`src/rtl/wb_arbiter_pkg.sv`:
```
// Shared definitions for the two-master Wishbone arbiter.
// Holds the FSM encoding, the bus widths, the master indices, the latched
// request bundle and the watchdog width helper.
package wb_pkg;

  localparam int ADDR_W = 32;
  localparam int DATA_W = 32;
  localparam int SEL_W  = 4;

  // Master 0 is the instruction-fetch port and master 1 is the data port.
  localparam logic IMASTER = 1'b0;
  localparam logic DMASTER = 1'b1;

  typedef enum logic {
    IDLE = 1'b0,
    BUSY = 1'b1
  } state_e;

  // Attributes of one single-beat transfer, latched on grant.
  typedef struct packed {
    logic [ADDR_W-1:0] addr;
    logic [DATA_W-1:0] wdata;
    logic              we;
    logic [SEL_W-1:0]  sel;
  } wb_req_t;

  // The watchdog needs enough bits to reach the timeout value.
  // It is never narrower than one bit, even when the watchdog is disabled.
  function automatic int unsigned wdog_width(input int unsigned timeout);
    int unsigned w;
    w = $clog2(timeout + 1);
    return (w < 1) ? 1 : w;
  endfunction

endpackage

```
`src/rtl/wb_arbiter_if.sv`:
```
// Signal bundle between the two core ports, the arbiter and bus_top.
// The slave modport is the arbiter's view of the bundle.
// The master modport is the view of whatever drives the arbiter: the core
// ports and the downstream Wishbone slave.
interface wb_arbiter_if;
  import wb_pkg::*;

  logic              m0_req;
  logic              m1_req;
  logic [ADDR_W-1:0] m0_addr;
  logic [ADDR_W-1:0] m1_addr;
  logic [DATA_W-1:0] m0_wdata;
  logic [DATA_W-1:0] m1_wdata;
  logic              m0_we;
  logic              m1_we;
  logic [SEL_W-1:0]  m0_sel;
  logic [SEL_W-1:0]  m1_sel;
  logic              m0_ack;
  logic              m1_ack;
  logic              m0_err;
  logic              m1_err;
  logic [DATA_W-1:0] m0_rdata;
  logic [DATA_W-1:0] m1_rdata;

  logic              wb_cyc_o;
  logic              wb_stb_o;
  logic              wb_we_o;
  logic [ADDR_W-1:0] wb_addr_o;
  logic [DATA_W-1:0] wb_data_o;
  logic [SEL_W-1:0]  wb_sel_o;
  logic [DATA_W-1:0] wb_data_i;
  logic              wb_ack_i;

  modport slave (
    input  m0_req, m1_req, m0_addr, m1_addr, m0_wdata, m1_wdata,
           m0_we, m1_we, m0_sel, m1_sel, wb_data_i, wb_ack_i,
    output m0_ack, m1_ack, m0_err, m1_err, m0_rdata, m1_rdata,
           wb_cyc_o, wb_stb_o, wb_we_o, wb_addr_o, wb_data_o, wb_sel_o
  );

  modport master (
    output m0_req, m1_req, m0_addr, m1_addr, m0_wdata, m1_wdata,
           m0_we, m1_we, m0_sel, m1_sel, wb_data_i, wb_ack_i,
    input  m0_ack, m1_ack, m0_err, m1_err, m0_rdata, m1_rdata,
           wb_cyc_o, wb_stb_o, wb_we_o, wb_addr_o, wb_data_o, wb_sel_o
  );

endinterface

```
`src/rtl/wb_arbiter_rr_pick.sv`:
```
// Combinational two-request round-robin picker.
// A lone request always wins. On a tie the master that was not granted
// last time wins.
module wb_rr_pick
  import wb_pkg::*;
(
  input  logic [1:0] req_i,
  input  logic       last_gnt_i,
  output logic       gnt_o,
  output logic       valid_o
);

  // Choose the winning master index and flag whether anyone is asking.
  always_comb begin
    gnt_o   = IMASTER;
    valid_o = 1'b0;
    case (req_i)
      2'b01: begin
        gnt_o   = IMASTER;
        valid_o = 1'b1;
      end
      2'b10: begin
        gnt_o   = DMASTER;
        valid_o = 1'b1;
      end
      2'b11: begin
        gnt_o   = ~last_gnt_i;
        valid_o = 1'b1;
      end
      default: ;
    endcase
  end

endmodule

```
`src/rtl/wb_arbiter.sv`:
```
// Two-master Wishbone arbiter and single-beat bus sequencer.
// It grants the fetch and data ports in round-robin order and runs one
// registered classic cycle at a time on bus_top. A watchdog aborts any
// cycle the slave never acknowledges.
module wb_arbiter
  import wb_pkg::*;
#(
  parameter int unsigned TIMEOUT = 255
) (
  input logic         clk,
  input logic         rst,
  wb_arbiter_if.slave bus
);

  localparam int unsigned WD_W = wdog_width(TIMEOUT);

  state_e            state_q, state_d;
  logic              last_gnt_q, last_gnt_d;
  logic              gnt_q, gnt_d;
  logic [WD_W-1:0]   wdog_q, wdog_d;
  logic              cyc_q, cyc_d;
  wb_req_t           req_q, req_d;
  logic              ack0_q, ack0_d, ack1_q, ack1_d;
  logic              err0_q, err0_d, err1_q, err1_d;
  logic [DATA_W-1:0] rdata0_q, rdata0_d, rdata1_q, rdata1_d;

  logic              pick_gnt;
  logic              pick_valid;
  logic              timeout_hit;
  wb_req_t           m0_attr;
  wb_req_t           m1_attr;

  assign m0_attr = {bus.m0_addr, bus.m0_wdata, bus.m0_we, bus.m0_sel};
  assign m1_attr = {bus.m1_addr, bus.m1_wdata, bus.m1_we, bus.m1_sel};

  // The watchdog fires on the edge where the count would reach TIMEOUT.
  // This keeps cyc high for exactly TIMEOUT cycles.
  assign timeout_hit = (TIMEOUT != 0) && ((32'(wdog_q) + 32'd1) == TIMEOUT);

  wb_rr_pick u_pick (
    .req_i      ({bus.m1_req, bus.m0_req}),
    .last_gnt_i (last_gnt_q),
    .gnt_o      (pick_gnt),
    .valid_o    (pick_valid)
  );

  // Next-state logic: grant in IDLE; in BUSY finish on slave ack or on watchdog expiry.
  always_comb begin
    state_d    = state_q;
    last_gnt_d = last_gnt_q;
    gnt_d      = gnt_q;
    wdog_d     = wdog_q;
    cyc_d      = cyc_q;
    req_d      = req_q;
    ack0_d     = 1'b0;
    ack1_d     = 1'b0;
    err0_d     = 1'b0;
    err1_d     = 1'b0;
    rdata0_d   = rdata0_q;
    rdata1_d   = rdata1_q;

    case (state_q)
      IDLE: begin
        if (pick_valid) begin
          state_d    = BUSY;
          gnt_d      = pick_gnt;
          last_gnt_d = pick_gnt;
          req_d      = (pick_gnt == DMASTER) ? m1_attr : m0_attr;
          cyc_d      = 1'b1;
          wdog_d     = '0;
        end
      end
      BUSY: begin
        if (bus.wb_ack_i) begin
          state_d = IDLE;
          cyc_d   = 1'b0;
          if (gnt_q == DMASTER) begin
            ack1_d   = 1'b1;
            rdata1_d = bus.wb_data_i;
          end else begin
            ack0_d   = 1'b1;
            rdata0_d = bus.wb_data_i;
          end
        end else if (timeout_hit) begin
          state_d = IDLE;
          cyc_d   = 1'b0;
          if (gnt_q == DMASTER) begin
            ack1_d   = 1'b1;
            err1_d   = 1'b1;
            rdata1_d = '0;
          end else begin
            ack0_d   = 1'b1;
            err0_d   = 1'b1;
            rdata0_d = '0;
          end
        end else if (wdog_q != {WD_W{1'b1}}) begin
          wdog_d = wdog_q + WD_W'(1);
        end
      end
      default: state_d = IDLE;
    endcase
  end

  // State and output registers. Reset clears everything at once, even mid-cycle.
  always_ff @(posedge clk or posedge rst) begin
    if (rst) begin
      state_q    <= IDLE;
      last_gnt_q <= IMASTER;
      gnt_q      <= IMASTER;
      wdog_q     <= '0;
      cyc_q      <= 1'b0;
      req_q      <= '0;
      ack0_q     <= 1'b0;
      ack1_q     <= 1'b0;
      err0_q     <= 1'b0;
      err1_q     <= 1'b0;
      rdata0_q   <= '0;
      rdata1_q   <= '0;
    end else begin
      state_q    <= state_d;
      last_gnt_q <= last_gnt_d;
      gnt_q      <= gnt_d;
      wdog_q     <= wdog_d;
      cyc_q      <= cyc_d;
      req_q      <= req_d;
      ack0_q     <= ack0_d;
      ack1_q     <= ack1_d;
      err0_q     <= err0_d;
      err1_q     <= err1_d;
      rdata0_q   <= rdata0_d;
      rdata1_q   <= rdata1_d;
    end
  end

  // cyc and stb always move together on a single-beat cycle, so one flop drives both.
  assign bus.wb_cyc_o  = cyc_q;
  assign bus.wb_stb_o  = cyc_q;
  assign bus.wb_we_o   = req_q.we;
  assign bus.wb_addr_o = req_q.addr;
  assign bus.wb_data_o = req_q.wdata;
  assign bus.wb_sel_o  = req_q.sel;
  assign bus.m0_ack    = ack0_q;
  assign bus.m1_ack    = ack1_q;
  assign bus.m0_err    = err0_q;
  assign bus.m1_err    = err1_q;
  assign bus.m0_rdata  = rdata0_q;
  assign bus.m1_rdata  = rdata1_q;

endmodule
```
`src/flat_wrapper.sv`:
```
// flat-port wrapper written by rule: the top's interface ports become plain ports
module wb_arbiter_flat import wb_pkg::*;
#(
  parameter int unsigned TIMEOUT = 255
)
  (clk, rst, bus_m0_req, bus_m1_req, bus_m0_addr, bus_m1_addr, bus_m0_wdata, bus_m1_wdata, bus_m0_we, bus_m1_we, bus_m0_sel, bus_m1_sel, bus_wb_data_i, bus_wb_ack_i, bus_m0_ack, bus_m1_ack, bus_m0_err, bus_m1_err, bus_m0_rdata, bus_m1_rdata, bus_wb_cyc_o, bus_wb_stb_o, bus_wb_we_o, bus_wb_addr_o, bus_wb_data_o, bus_wb_sel_o);
  wb_arbiter_if bus_i ();
  input logic clk;
  input logic rst;
  input wire logic [$bits(bus_i.m0_req)-1:0] bus_m0_req;
  input wire logic [$bits(bus_i.m1_req)-1:0] bus_m1_req;
  input wire logic [$bits(bus_i.m0_addr)-1:0] bus_m0_addr;
  input wire logic [$bits(bus_i.m1_addr)-1:0] bus_m1_addr;
  input wire logic [$bits(bus_i.m0_wdata)-1:0] bus_m0_wdata;
  input wire logic [$bits(bus_i.m1_wdata)-1:0] bus_m1_wdata;
  input wire logic [$bits(bus_i.m0_we)-1:0] bus_m0_we;
  input wire logic [$bits(bus_i.m1_we)-1:0] bus_m1_we;
  input wire logic [$bits(bus_i.m0_sel)-1:0] bus_m0_sel;
  input wire logic [$bits(bus_i.m1_sel)-1:0] bus_m1_sel;
  input wire logic [$bits(bus_i.wb_data_i)-1:0] bus_wb_data_i;
  input wire logic [$bits(bus_i.wb_ack_i)-1:0] bus_wb_ack_i;
  output wire logic [$bits(bus_i.m0_ack)-1:0] bus_m0_ack;
  output wire logic [$bits(bus_i.m1_ack)-1:0] bus_m1_ack;
  output wire logic [$bits(bus_i.m0_err)-1:0] bus_m0_err;
  output wire logic [$bits(bus_i.m1_err)-1:0] bus_m1_err;
  output wire logic [$bits(bus_i.m0_rdata)-1:0] bus_m0_rdata;
  output wire logic [$bits(bus_i.m1_rdata)-1:0] bus_m1_rdata;
  output wire logic [$bits(bus_i.wb_cyc_o)-1:0] bus_wb_cyc_o;
  output wire logic [$bits(bus_i.wb_stb_o)-1:0] bus_wb_stb_o;
  output wire logic [$bits(bus_i.wb_we_o)-1:0] bus_wb_we_o;
  output wire logic [$bits(bus_i.wb_addr_o)-1:0] bus_wb_addr_o;
  output wire logic [$bits(bus_i.wb_data_o)-1:0] bus_wb_data_o;
  output wire logic [$bits(bus_i.wb_sel_o)-1:0] bus_wb_sel_o;
  assign bus_i.m0_req = bus_m0_req;
  assign bus_i.m1_req = bus_m1_req;
  assign bus_i.m0_addr = bus_m0_addr;
  assign bus_i.m1_addr = bus_m1_addr;
  assign bus_i.m0_wdata = bus_m0_wdata;
  assign bus_i.m1_wdata = bus_m1_wdata;
  assign bus_i.m0_we = bus_m0_we;
  assign bus_i.m1_we = bus_m1_we;
  assign bus_i.m0_sel = bus_m0_sel;
  assign bus_i.m1_sel = bus_m1_sel;
  assign bus_i.wb_data_i = bus_wb_data_i;
  assign bus_i.wb_ack_i = bus_wb_ack_i;
  assign bus_m0_ack = bus_i.m0_ack;
  assign bus_m1_ack = bus_i.m1_ack;
  assign bus_m0_err = bus_i.m0_err;
  assign bus_m1_err = bus_i.m1_err;
  assign bus_m0_rdata = bus_i.m0_rdata;
  assign bus_m1_rdata = bus_i.m1_rdata;
  assign bus_wb_cyc_o = bus_i.wb_cyc_o;
  assign bus_wb_stb_o = bus_i.wb_stb_o;
  assign bus_wb_we_o = bus_i.wb_we_o;
  assign bus_wb_addr_o = bus_i.wb_addr_o;
  assign bus_wb_data_o = bus_i.wb_data_o;
  assign bus_wb_sel_o = bus_i.wb_sel_o;
  wb_arbiter #(.TIMEOUT(TIMEOUT)) u_core (.clk(clk), .rst(rst), .bus(bus_i));
endmodule
```
`config.mk`:
```
export PLATFORM = sky130hd
export DESIGN_NAME = wb_arbiter_flat
export DESIGN_NICKNAME = d
export VERILOG_FILES = /design/src/rtl/wb_arbiter_pkg.sv /design/src/rtl/wb_arbiter_if.sv /design/src/rtl/wb_arbiter_rr_pick.sv /design/src/rtl/wb_arbiter.sv /design/src/flat_wrapper.sv
export SDC_FILE = /design/constraint.sdc
export NUM_CORES = 1
export LEC_CHECK = 0
export ABC_AREA = 1
export CAP_MARGIN = 20
export CORE_MARGIN = 5
export CORE_UTILIZATION = 38
export CTS_BUF_LIST = sky130_fd_sc_hd__clkbuf_4 sky130_fd_sc_hd__clkbuf_8
export DETAILED_ROUTE_END_ITERATION = 12
export PLACE_DENSITY = 0.89
export SLEW_MARGIN = 40
export SYNTH_ARGS = -nofsm -noshare
export SYNTH_HDL_FRONTEND = slang
export SYNTH_HIERARCHICAL = 1
export SYNTH_SLANG_ARGS = --single-unit
```
`constraint.sdc`:
```
create_clock -name clk -period 4.95 [get_ports clk]
set_input_delay 1.2375 -clock clk [delete_from_list [all_inputs] [get_ports clk]]
set_output_delay 1.2375 -clock clk [all_outputs]
set_load 0.01 [all_outputs]
```
Yosys cells after proc, flatten, opt, wreduce, memory -nomap -nowiden
Cells that the tools add are included.
{"block": "op_classes", "n_addsub": 2, "multipliers": 0, "n_div": 0, "n_lt_le_gt_ge": 0, "eq_ne": 10, "shift": 0, "mux": 36, "bitwise": 2, "reduce_logical": 7}
{"op": "$mux 32", "count": 8}
{"op": "$mux 69", "count": 1}
{"op": "$eq 32x8->1 const B", "count": 1}
{"op": "$mux 8", "count": 4}
{"op": "$mux 1", "count": 19}
{"op": "$pmux 8 s2", "count": 1}
{"op": "$add 8x1->9 const B", "count": 1}
{"op": "$add 8x1->8 const B", "count": 1}
{"op": "$ne 8x8->1 const B", "count": 1}
{"op": "$ne 2x2->1 const B", "count": 3}
{"op": "$pmux 1 s2", "count": 3}
{"op": "$reduce_and 3->1", "count": 2}
{"op": "$eq 2x2->1 const B", "count": 2}
{"op": "$reduce_and 2->1", "count": 2}
{"op": "$reduce_and 4->1", "count": 1}
{"op": "$ne 3x3->1 const B", "count": 1}
{"op": "$reduce_or 3->1", "count": 1}
{"op": "$eq 2x1->1 const B", "count": 1}
{"op": "$ne 2x1->1 const B", "count": 1}
{"op": "$not 1->1", "count": 2}
{"op": "$reduce_bool 2->1", "count": 1}
{"block": "totals", "ff_bits": 148, "latchBits": 0, "mem_bits_rw": 0, "rom_bits": 0, "elab_cells": 71, "memories": 0}

Longest topological paths before layout
Gate-level depths: netlist of run 1.
{"block": "depth", "ltp_word": 5, "ltp_mapped": 14, "mapped_depth_nobuf": 13}

Cells and area by module
Netlist of run 1, hierarchy kept.
{"mod": "wb_arbiter", "n_inst": 1, "cells_per_inst": 787, "area_each_um2": 6620.1, "seq_area_each_um2": 3703.6}
{"mod": "wb_rr_pick", "n_inst": 1, "cells_per_inst": 3, "area_each_um2": 15.0, "seq_area_each_um2": 0.0}

Least setup slack after synthesis of run 1
No wires, ideal clock.
{"block": "synth_timing", "kind": "in2reg", "from": "in bus_m1_req", "to": "reg u_core.req_q, in the netlist u_core/bus.wb_data_o[0]", "setup_ns": 0.077, "arrival_time_ns": 2.342, "required_time_ns": 4.873, "setup_slack_ns": 2.530, "stages": 7, "n_path_buf": 3, "cell_sequence": "inv_1 a21oi_1 clkbuf_1 clkbuf_1 clkbuf_1 nand2_1 a21oi_1"}
{"block": "synth_via", "elab_cells_between_ends": 8, "classes_between": "eq/ne (3); mux (3); reduce/logical (2)"}
{"element": "start, declared", "line": "flat_wrapper.sv:11", "rtl": "input wire logic [$bits(bus_i.m1_req)-1:0] bus_m1_req;"}
{"element": "$eq 2x2->1", "line": "wb_arbiter_rr_pick.sv:17", "rtl": "case (req_i)"}
{"element": "$pmux 1 s2 *", "line": "wb_arbiter_rr_pick.sv:17"}
{"element": "named net u_core.pick_gnt", "line": "wb_arbiter.sv:27", "rtl": "logic pick_gnt;"}
{"element": "$mux 69 *", "line": "wb_arbiter.sv:68", "rtl": "req_d = (pick_gnt == DMASTER) ? m1_attr : m0_attr;"}
{"element": "end signal, assigned", "line": "wb_arbiter.sv:125", "rtl": "req_q <= req_d;"}
{"element": "end, declared", "line": "wb_arbiter.sv:22", "rtl": "wb_req_t req_q, req_d;"}
Mark *: on every way through the listed nets, which the timed path passes. The rest lies on a longest branch.
A chain may end at the register's enable or synchronous reset.

Worst setup path in the final report of run 1
{"block": "layout_timing", "from": "in bus_m0_req", "to": "reg u_core.req_q, in the netlist u_core/bus.wb_addr_o[31]"}
{"block": "layout_via", "elab_chain_cells": 4, "elab_cells_between_ends": 8, "classes_between": "eq/ne (3); mux (3); reduce/logical (2)"}
{"element": "start, declared", "line": "flat_wrapper.sv:10", "rtl": "input wire logic [$bits(bus_i.m0_req)-1:0] bus_m0_req;"}
{"element": "$eq 2x2->1 / $eq 2x1->1 (equally long branches)", "line": "wb_arbiter_rr_pick.sv:17"}
{"element": "$reduce_or 3->1 (no line) *"}
{"element": "$mux 1 *", "line": "wb_arbiter_rr_pick.sv:17"}
{"element": "named net u_core.pick_valid", "line": "wb_arbiter.sv:28", "rtl": "logic pick_valid;"}
{"element": "$reduce_and 2->1 (no line) *"}
Marks and branches as above.

==> results.cfg, run 1 <==
[logic_synthesis]
synth.cell_area_sq_um = 6640
synth_edf_count = 0
yosysMostFrequentCell = nand2_1
synthTopCellsByArea = dfrtp_1 (56%), nand2_1 (13%), a21oi_1 (10%)
synthCells = 790
syn-num-nets = 967
synthFlopType = dfrtp_1
ys_ff_latch = 148
seq_area_frac_synth_pct = 55.8
ys_warn_count = 6
synth.distinct_cells = 23
avgSynthCellArea_sq_um = 8.40
synth_top_area_share_pct = 55.8
yosysTopAreaCell = dfrtp_1
synthArstFlopShare_pct = 100
synth_common_cells = nand2_1 (238), dfrtp_1 (148), a21oi_1 (139)

[clock_tree]
clk_path_buf_depth = 2
postCtsSetupBuffers = 0
cts.clk_slew.worst_paths_ns = 0.08
postCtsHoldBufs = 0
cts-resized-gates = 0
ctsRootBufferMaster = clkbuf_8
cts_sinks = 148
numCtsBuffers = 17
cts_tree = done
clk_latency_ns = 0.44
cts_max_level = 4

[sta]
slew_viol_final = 0
max_slew.worst_pin.slew_ns = 0.797
post-route-min-period_ns = 2.94
period_share_pct = 59.3
fin_skew_ns = 0.0180
fmax_ghz = 0.341
rsz0062_at_grt = no
setup_viol = 0
worst_slack_ns = 2.01
relSlewSlack_pct = 46.9
finalHoldViolCount = 0
tns_ns = 0

[status]
run_status = finished clean

[grt]
first_global_vias = 6547
grt-ovfl-total = 0
grt_max_degree = 84
grtUsageTotal_pct = 21.7
grt_pass1_wl_um = 35200
antenna_found_initial = 0

[detailed_routing]
avgRoutedWirePerCell_um = 17.1
ant_nets = 0
drtIter0Drc = 435
routed_via_density = 5.16
wirelength_um = 22500
first_pass_iters = 5
vias = 6767
drc = 0

[critical_path]
required_ns = 5.31
arrival_ns = 3.29
critPathCaptureType = flip-flop
crit_type = input pin to flip-flop
start_kind = input pin
r2r_cells = 7
cp_max_fo = 45

[flow_run]
maxCapViolations = 0

[placed_design]
gp_congestion = 0.877
dp.final_hpwl_um = 16100
dpl_worst_slack_ns = 1.49
port_buffers = 313

[power]
vdd_drop_max_mv = 0.273
power_density_nw_per_um2 = 523
power_leakage_nw = 4.56

[finish]
nets = 1252
drive_gt1_share_pct = 5.34
num_antenna_cells = 0
area_growth_pct = 55.0

[floorplan]
core_sq_um = 17200
die_y_um = 142
initial_core_util_pct = 38.5
io_pins = 314
dieArea_sq_um = 20200
rows = 48
die-width_um = 142

[worst_hold_path]
min_path_cells = 2
hp-class = flip-flop to flip-flop
routing by layer:
layer / track usage, % / up-vias / part of all wire (%) / wire length, um
li1: - / 3206 / - / -
met1: 27.1 / 3177 / 38 / 8510
met2: 35.2 / 347 / 49 / 10900
met3: 7.46 / 37 / 11 / 2490
met4: 7.58 / 0 / 2.4 / 531
met5: 0 / - / 0 / 0
state kept, by name, indices dropped and copies added, names as in the netlist, 4 cells and up:
| name | count |
|---|---|
| u_core/bus.m0_rdata | 32 |
| u_core/bus.m1_rdata | 32 |
| u_core/bus.wb_addr_o | 32 |
| u_core/bus.wb_data_o | 32 |
| u_core/wdog_q | 8 |
| u_core/bus.wb_sel_o | 4 |
worst max-delay path, cell delays in order:
cell	delay [ns]
clkdlybuf4s50_1	0.52
or2_1	0.13
nand2_2	0.21
inv_2	0.65
buf_4	0.32
nor2_1	0.06
a21oi_1	0.14
path summary, 6_finish.rpt:
kind / from / endpoint / slack (ns)
max: bus_m0_req / u_core/bus.wb_addr_o[31] / 2.01
min: u_core/bus.m1_rdata[12] / u_core/bus.m1_rdata[12] / 0.48
max reg2reg: u_core/state_q / u_core/bus.wb_addr_o[31] / 2.40
min reg2reg: u_core/bus.m1_rdata[12] / u_core/bus.m1_rdata[12] / 0.48
max in group asynchronous: rst / u_core/bus.wb_data_o[6] / 2.79
min in group asynchronous: rst / u_core/bus.wb_addr_o[7] / 1.23
through the flow:
step	instance area, sq um	std cells	hold WS (ns)	power, mW	utilization, %
finish	10300	1312	0.476	5.38	59.7
floorplan	6640	790	0.458	3.01	-
global placement	9880	1281	0.453	4.36	57.3
detailed placement	9880	1281	0.457	4.43	57.3
CTS	10300	1312	0.478	5.42	59.7
global route	10300	1312	0.497	5.71	59.7
cells by family after synthesis:
family | share of synthesized area [%]
AOI/OAI and AO/OA | 10.9
adders and majority gates | 0.377
and+or+nand+nor | 27.4
buffers and inverters | 5.51
DFF | 55.8
cells in the final DEF (no fill, tap or decap), types with 3 or more instances in the layout:
master,n
nor2_1,85
clkinv_4,3
inv_2,3
o21ai_0,3
nand4_1,73
bufinv_16,3
dfrtp_1,147
buf_4,11
clkinvlp_4,3
nand3_1,8
clkinv_2,4
nand2_1,237
inv_1,17
clkdlybuf4s50_1,312
nor3_1,3
a21oi_1,138
clkbuf_8,17
cell type report:
class	instances	area, sq um
fill	1435	6950
sequential	148	3700
timing repair buffer	325	3230
multi-input combinational	561	2580
tap	225	282
clock buffer	18	241
clock inverter	13	160
inverter	22	86.3
power by group:
part           switching (mW)  leakage, nW  internal, mW
Clock                   0.472        0.202         0.501
Sequential              0.288         1.76          1.70
Combinational            1.19         2.59          1.23
Total                    1.95         4.56          3.43
Power figures use the tool's default switching activity.
==> inputs of run 2 (changes only) <==
==> constraint.sdc (replaced) <==
create_clock -name clk -period 2.5 [get_ports clk]
set_input_delay 0.625 -clock clk [delete_from_list [all_inputs] [get_ports clk]]
set_output_delay 0.625 -clock clk [all_outputs]
set_load 0.01 [all_outputs]
==> run 2 against run 1 <==
Net effect:
- register-to-register slack got worse by 2.1 ns
- final area increased by 1.1%
- cell count increased by 0.53%
- combinational power increased by 99%
- critical endpoint is now u_core/bus.m1_rdata[7]
- largest power group unchanged
==> results.cfg, run 2 (synthesis gave the netlist of run 1 again) <==
[clock_tree]
cts.clk_slew.worst_paths_ns = 0.09
numCtsBuffers = 17
clk_path_buf_depth = 2
cts_tree = done
cts_max_level = 4
ctsRootBufferMaster = clkbuf_8
cts-resized-gates = 0
cts_sinks = 148
postCtsHoldBufs = 0
postCtsSetupBuffers = 0
clk_latency_ns = 0.44

[sta]
slew_viol_final = 0
tns_ns = 0
period_share_pct = 89.1
fmax_ghz = 0.449
rsz0062_at_grt = no
post-route-min-period_ns = 2.23
fin_skew_ns = 0.0120
relSlewSlack_pct = 59.1
finalHoldViolCount = 0
hold_ws_ns = 0.475
max_slew.worst_pin.slew_ns = 0.610
worst_slack_ns = 0.274
setup_viol = 0

[worst_hold_path]
hp-class = flip-flop to flip-flop

[power]
power.total_mw = 10.7
p_comb_share_pct = 45.1
power_density_nw_per_um2 = 1020
p_switching_mw = 3.94
power_leakage_nw = 4.61
p_int_mw = 6.71
clock_power_share_pct = 17.9
power.switching_fraction_pct = 37.0
power_frac_seq_pct = 37.1
vdd_drop_max_mv = 0.556

[finish]
nets = 1258
final_common_cell = clkdlybuf4s50_1
area_growth_pct = 56.8
fill_cells = 1474
finalNonFillerCells = 1319
drive_gt1_share_pct = 5.94
num_antenna_cells = 0
regArea_sq_um = 3700
final_area_sq_um = 10400
mostFrequentLayoutCells = clkdlybuf4s50_1 (312), nand2_1 (237), dfrtp_1 (147)
final_util_pct = 60.3
multiInputGateArea_sq_um = 2580

[placed_design]
port_buffers = 313
dpl_worst_slack_ns = 0.251
dp.final_hpwl_um = 16600
placed_cells = 1287
placement.cell_area_sq_um = 10000
gp_congestion = 0.873

[critical_path]
critPathTopFamily = simple AND/OR/NAND/NOR gates
crit_buf_inv = 1
crit_chain = ha_1 > nand2_1 > inv_1 > nand2_1 > nand2_1 > nor2_1 > nand2_1 > nor2_1 > nand2_1 > nand2_2 > nand3_4 > nand2_1 > nand2_1
reg2reg_slack_ns = 0.27
cp_slowest_cell = dfrtp_1
cpPeakStageDelay_ns = 0.44
required_ns = 2.83
arrival_ns = 2.56
crit_type = flip-flop to flip-flop
worst_path_most_repeated_cell = nand2_1
cp_max_fo = 33
critPathCaptureType = flip-flop
start_kind = flip-flop

[floorplan]
die_y_um = 142
io_pins = 314
rows = 48
die-width_um = 142
dieArea_sq_um = 20200
core_sq_um = 17200
initial_core_util_pct = 38.5

[detailed_routing]
wirelength_um = 22700
drtIter0Drc = 366
vias = 6816
routed_via_density = 5.17
drc = 0
first_pass_iters = 5
avgRoutedWirePerCell_um = 17.2
ant_nets = 0

[grt]
grt_max_degree = 66
grtUsageTotal_pct = 21.9
grt-ovfl-total = 0
grt_pass1_wl_um = 35300
first_global_vias = 6564
antenna_found_initial = 0

[flow_run]
maxCapViolations = 0

[status]
run_status = finished clean
run 2: path summary, 6_finish.rpt:
check	startpoint	endpoint	cells past startpoint
setup / recovery	u_core/wdog_q[0]	u_core/bus.m1_rdata[7]	13
hold / removal	u_core/bus.m0_rdata[9]	u_core/bus.m0_rdata[9]	2
setup reg to reg	u_core/wdog_q[0]	u_core/bus.m1_rdata[7]	13
hold reg to reg	u_core/bus.m0_rdata[9]	u_core/bus.m0_rdata[9]	2
max in group asynchronous	rst	u_core/bus.m1_rdata[19]	3
min in group asynchronous	rst	u_core/bus.wb_addr_o[13]	2
run 2: power by group through the flow:
stage | sequential (mW) | combinational, mW | clock (mW)
after global placement | 3.95 | 4.73 | 0
after floorplan | 4.38 | 1.59 | 0
final | 3.95 | 4.80 | 1.90
after CTS | 3.96 | 4.86 | 1.97
after global routing | 4.09 | 5.19 | 2.06
after detailed placement | 4.00 | 4.84 | 0
run 2: tightest hold or removal path, delay by kind of cell (launching register included):
| family | cells | cell delay [ns] |
|---|---|---|
| flops | 1 | 0.35 |
| simple gates | 2 | 0.09 |
run 2: area by class of cell:
class / count / area share (%)
tap: 225 / 2.71
multi-input combinational: 561 / 24.8
inverter: 22 / 0.830
clock buffer: 19 / 2.51
clock inverter: 13 / 1.31
timing repair buffer: 331 / 32.2
sequential: 148 / 35.6
run 2: per-layer routing:
| layer | up-vias | wire length [um] | global-route usage, % |
|---|---|---|---|
| li1 | 3215 | - | - |
| met3 | 39 | 2670 | 7.76 |
| met4 | 0 | 509 | 6.82 |
| met2 | 391 | 11300 | 37.1 |
| met1 | 3171 | 8230 | 26.3 |
| met5 | - | 0 | 0 |
